[src/rtl/mux2_pkg.sv]
// Shared types for the 2:1 word selector.
// Latency: n/a (types only).
// Backpressure: n/a.
package mux2_pkg;

   localparam int DATA_W = 64;

   typedef logic [DATA_W-1:0] word_t;

endpackage : mux2_pkg

[src/rtl/mux2_word.sv]
// Combinational WIDTH-bit 2:1 selector, y = s ? w1 : w0.
// Latency: zero (purely combinational).
// Backpressure: none.
module mux2_word #(
   parameter int WIDTH = mux2_pkg::DATA_W
) (
   input  logic [WIDTH-1:0] w0,
   input  logic [WIDTH-1:0] w1,
   input  logic             s,
   output logic [WIDTH-1:0] y
);

   // Only a definite 1 steers w1; an X/Z select falls through to w0.
   always_comb begin
      if (s) begin
         y = w1;
      end else begin
         y = w0;
      end
   end

endmodule : mux2_word

[src/rtl/mux2_64bit_sel.sv]
// 2:1 word selector with combinational f and registered, valid-qualified f_q; MUX2_64BIT_SEL_PARITY_EN adds registered f_par.
// Latency: f zero cycles, f_q/out_valid one cycle.
// Backpressure: none; every in_valid beat is captured, f_q holds while in_valid is low.
module mux2_64bit_sel
   import mux2_pkg::*;
#(
   parameter int               WIDTH   = DATA_W,
   parameter logic [WIDTH-1:0] RST_VAL = '0
) (
   input  logic             clk,
   input  logic             rst_n,
   input  logic [WIDTH-1:0] w0,
   input  logic [WIDTH-1:0] w1,
   input  logic             s,
   input  logic             in_valid,
   output logic [WIDTH-1:0] f,
   output logic [WIDTH-1:0] f_q,
   output logic             out_valid
`ifdef MUX2_64BIT_SEL_PARITY_EN
   ,
   output logic             f_par
`endif
);

   logic [WIDTH-1:0] sel_dat;

   // One selector feeds both the same-cycle output and the register input.
   mux2_word #(
      .WIDTH (WIDTH)
   ) u_sel (
      .w0 (w0),
      .w1 (w1),
      .s  (s),
      .y  (sel_dat)
   );

   assign f = sel_dat;

   always_ff @(posedge clk or negedge rst_n) begin
      if (!rst_n) begin
         f_q       <= RST_VAL;
         out_valid <= 1'b0;
      end else begin
         out_valid <= in_valid;
         if (in_valid) begin
            f_q <= sel_dat;
         end
      end
   end

`ifdef MUX2_64BIT_SEL_PARITY_EN
   // Shares f_q's enable and reset so f_par always tracks ^f_q.
   always_ff @(posedge clk or negedge rst_n) begin
      if (!rst_n) begin
         f_par <= ^RST_VAL;
      end else if (in_valid) begin
         f_par <= ^sel_dat;
      end
   end
`endif

endmodule : mux2_64bit_sel

[config.mk]
export PLATFORM = sky130hd
export DESIGN_NAME = mux2_64bit_sel
export DESIGN_NICKNAME = d
export VERILOG_FILES = /design/src/rtl/mux2_pkg.sv /design/src/rtl/mux2_word.sv /design/src/rtl/mux2_64bit_sel.sv
export SDC_FILE = /design/constraint.sdc
export NUM_CORES = 1
export LEC_CHECK = 0
export CAP_MARGIN = 40
export CORE_ASPECT_RATIO = 0.6
export CORE_UTILIZATION = 30
export CTS_CLUSTER_SIZE = 24
export DETAILED_ROUTE_END_ITERATION = 16
export GPL_TIMING_DRIVEN = 1
export PLACE_DENSITY = 0.81
export SYNTH_ARGS = -nofsm -noshare
export SYNTH_HDL_FRONTEND = slang
export SYNTH_SLANG_ARGS = --single-unit
export TNS_END_PERCENT = 30
[constraint.sdc]
create_clock -name clk -period 0.84 [get_ports clk]
set_input_delay 0.084 -clock clk [delete_from_list [all_inputs] [get_ports clk]]
set_output_delay 0.084 -clock clk [all_outputs]
set_load 0.1 [all_outputs]
==> After elaboration in Yosys (flattened, before gate mapping) <==
Cells that the tools add are included.
{ "word_totals": {"elab_cells": 3, "reg_bits": 65, "output_inout_bits": 129, "in_bits": 132} }
{ "op_classes": {"muxes": 1} }
{ "op_table": {"columns": ["operator", "n"], "rows": [
  ["$mux W64", 1]
]} }

==> Longest topological paths before layout <==
{ "logic_depth": {"depth_word": 1, "ltp_mapped": 4, "mapped_depth_nobuf": 2} }

==> Modules after synthesis <==
A second synthesis with hierarchy kept.
{ "unflattened": {"cells_unflattened": 207, "area_unflattened_um2": 3781.1} }
{ "by_module_without_submodules": {"columns": ["module", "seq_area_each_um2", "cells_per_inst", "n_inst", "area_per_inst_um2"], "rows": [
  ["mux2_64bit_sel", 1626.6, 136, 1, 2703.8],
  ["mux2_word", 0.0, 71, 1, 1077.3]
]} }

==> Least setup slack after synthesis <==
OpenSTA, ideal clock, no wires.
{ "synth_path": {"path_kind": "in2reg", "from": "input port s", "to": "register f_q[0]", "arrival_time_ns": 1.160, "setup_ns": 0.125, "n_path_buf": 1, "t_required_ns": 0.715, "slack_ns": -0.445, "stages": 3, "path_cell_list": "buf_6 -> mux2_2 -> mux2_2"} }
{ "synth_between": {"elab_chain_len": 1} }
{ "synth_lines": {"columns": ["element", "line_no", "text"], "rows": [
  ["start, declared", "mux2_64bit_sel.sv:14", "input logic s,"],
  ["$mux W64", "mux2_word.sv:15", "if (s) begin"],
  ["via f[0]", "mux2_64bit_sel.sv:16", "output logic [WIDTH-1:0] f,"],
  ["end signal, assigned", "mux2_64bit_sel.sv:46", "f_q <= sel_dat;"],
  ["end, declared", "mux2_64bit_sel.sv:17", "output logic [WIDTH-1:0] f_q,"]
]} }
The timed path passes the listed nets, and every way through them passes these cells.
A chain may end at the register's enable or synchronous reset.

==> Worst setup path in the final report <==
{ "layout_path": {"from": "input port s", "to": "output port f[54]"} }
{ "layout_between": {"elab_chain_len": 1} }
{ "layout_lines": {"columns": ["element", "line_no"], "rows": [
  ["$mux W64", "mux2_word.sv:15"],
  ["end, declared", "mux2_64bit_sel.sv:16"]
]} }
Every way passes these cells.

==> results list <==
- Clock tree from TritonCTS: yes
* Actual transition at the worst max-transition pin: 0.3474 ns
- For this run, design rule violations remaining after detail routing come to 0.
* Post-synthesis area per instance: 17.81 um2
- Summed over all nets, the switching power comes to 7.720 mW.
- Number of distinct library cell variants in the gate-level netlist after synthesis: 7
* Required time of the critical path: 0.76 ns
- Number of vias per cell after detailed routing: 4.492
- Final setup TNS: -27.86 ns
- The number of antenna diodes in the final layout is 0.
* Max H-tree Level: 3
* Die outline area: 0.01275 mm2
- The number of antenna violations at the first check in global routing is 0.
- Cells with a size suffix above 1 make up 73.03% of the layout.
* Worst min-delay path category: in -> reg
* Wire length per cell after detailed routing: 20.35 um
- STA classifies the critical path endpoint as a primary output.
* Count of routing violations after the opening detailed-route iteration: 66
- Final Max Tran Viols: 0
* Post-layout instance count excluding filler cells: 679
- Minimum setup slack in the final design: -0.2613 ns
* Post-synth net total: 339
- Entering global routing, the biggest net connects 42 pins.
- Final nets: 646
- The first global-routing pass estimated 20.52 mm of wire.
* Core area: 0.01164 mm2
* HPWL after DPL: 9.929 mm
* Die Width: 145.1 um
* Share of total power in sequential cells: 22.7%
* P&R area growth vs syn: 133.8%
- Areal power density over the cells: 2071 mW/mm2
* Violations in the final reports: negative setup slack
- Worst IR Drop VDD: 1.059 mV
- The worst setup path is of the in -> out kind.
- The internal portion of the total power is 10.14 mW.
- Once layout is done, the placed cells without fillers occupy 0.008621 mm2.
- Measured on the finished design, the core utilization comes to 74.09%.
- Count of cells along the worst register-to-register path: 2
- The floorplan step set the die height to 87.88 um.
- Startpoint of the most critical hold path: in_valid
- The most critical setup path has its startpoint at s.
* Unrepaired setup endpoints after global routing: true
- Top Ports: 261
- Of the total power, the clock network draws 21.3%.
* Post-Place Cells: 629
* Reg2reg end: f_q[47]
- In the layout the commonest cells are 137 x sky130_fd_sc_hd__buf_12, 128 x sky130_fd_sc_hd__mux2_4, 98 x sky130_fd_sc_hd__dlygate4sd2_1, 56 x sky130_fd_sc_hd__dfrtp_2, 28 x sky130_fd_sc_hd__clkdlybuf4s50_1.
- The run finished, with violations left.
* Global Route Usage Sum: 21.66%
* TritonCTS Buffers: 9
- The library cell used most frequently in the layout, excluding fill and tap cells, is sky130_fd_sc_hd__buf_12.
- Post-Place Setup Slack: -0.3883 ns
- Worst reg2reg setup slack: -0.09 ns
- Power comes to 17.86 mW.
- In this run the worst path has a maximum fanout of 7.
- For this run the aggregate overflow at the end of global routing stands at 0.
- After technology mapping, the gate count stands at 207.
- After clock tree synthesis, the clock-pin slew on the worst setup and hold paths is 0.05 ns.
- The tool flagged a number of max-cap violations equal to 0.
- For this run, the number of Yosys warnings is 0.
- The smallest clock period supported by the final layout is computed as 1.101 ns.
* Combinational cell fraction of total power: 56.0%
* Static leakage power: 4.152 nW
- Placer's final routability congestion estimate: 0.8106
* CP Launch Type: input pin
- Netlist area before placement: 0.003687 mm2
* Worst slew margin relative to its limit: 76.84%
- Num Clock Sinks: 65
* Worst EP arrival: 1.02 ns
- Of the total power, the share spent switching nets is 43.23%.
- Seq cells post-synth: 65
- For hold timing, the worst endpoint is f_q[50].
* Longest Clk Path Bufs: 2
* Final Hold Violating Endpoints: 0
* Setup clock skew after layout: 0 ns
* Number of global-route vias before repair: 3364
- Start of the worst register-to-register path: f_q[47]
* Site Rows: 30
- Sequential-to-total area share from yosys stat: 44.11%
* Worst Hold Depth: 2
* Clk Tree Root Cell: sky130_fd_sc_hd__clkbuf_16
- Effective utilization at floorplan: 31.69%
* Worst hold slack: 0.1414 ns
* Final Routed Wirelength: 13.82 mm
- Number of routed nets with antenna violations: 0
- The worst path uses 131.1% of the clock period.
* IO Port Bufs: 260
- Detailed routing inserted a total of 3050 vias.
- First-pass iteration count of the detailed router: 4
* Final-report setup violation count: 174
* F_max: 908.0 MHz
- Area after DPL: 0.007881 mm2
- The clock reaches the later pin of the worst-skew pair after 0.32 ns.
[flip-flops by register name, summed over array words and instances, names as in the netlist]
name       count
f_q           64
out_valid      1
[power groups by stage]
stage	Sequential (mW)	Combinational (mW)	Clock, mW
CTS	4.05	9.98	3.91
global placement	4.07	9.70	0
finish	4.06	10.0	3.80
detailed placement	4.09	9.80	0
global route	4.10	10.2	4.06
floorplan	6.73	3.14	0
[cell type report]
type	count	area (um2)
Sequential cell	65	1697
Clock buffer	13	260.3
Clock inverter	3	40.04
Tap cell	160	200.2
Timing Repair Buffer	310	4502
Multi-Input combinational cell	128	1922
Fill cell	703	3015
[routing by layer]
layer | GRT usage [%] | part of all wire, %
met5 | 0 | 0
met4 | 3.349 | 0.64
met3 | 7.760 | 7.6
met2 | 37.85 | 51
met1 | 26.42 | 41
[synth_stat cells, drive strengths merged]
| master | instances | area share (%) |
|---|---|---|
| dfrtp | 65 | 44 |
| mux2 | 128 | 51 |
| buf | 14 | 4.6 |
[critical path, cell delays in order]
cell and delay, ns:
sky130_fd_sc_hd__buf_16 0.13, sky130_fd_sc_hd__buf_12 0.14, sky130_fd_sc_hd__buf_16 0.14, sky130_fd_sc_hd__mux2_4 0.33, sky130_fd_sc_hd__buf_12 0.17
[repair_timing]
item                                    4_1_cts  5_1_grt
endpoints found under the hold margin        65        0
buffers inserted                             23        6
cloned                                        5        0
gates resized for setup                     133        9
endpoints found under the setup margin      185      166
hold buffers                                  1        0
[worst max-delay path by stage]
| stage | endpoint | depth (start not counted) |
|---|---|---|
| global route | f_q[6] | 2 |
| detailed placement | f_q[54] | 4 |
| CTS | f_q[6] | 2 |
| finish | f[54] | 5 |
| floorplan | f_q[59] | 1 |
| global placement | f_q[39] | 3 |
[kinds of logic (layout without fill, tap and decap cells)]
kind of cell / Yosys count / count (layout) / synth area share, %
buffers and inverters: 14 / 326 / 4.581
muxes: 128 / 128 / 51.31
DFF: 65 / 65 / 44.11
Note: power is estimated with default switching activity, not from simulation.
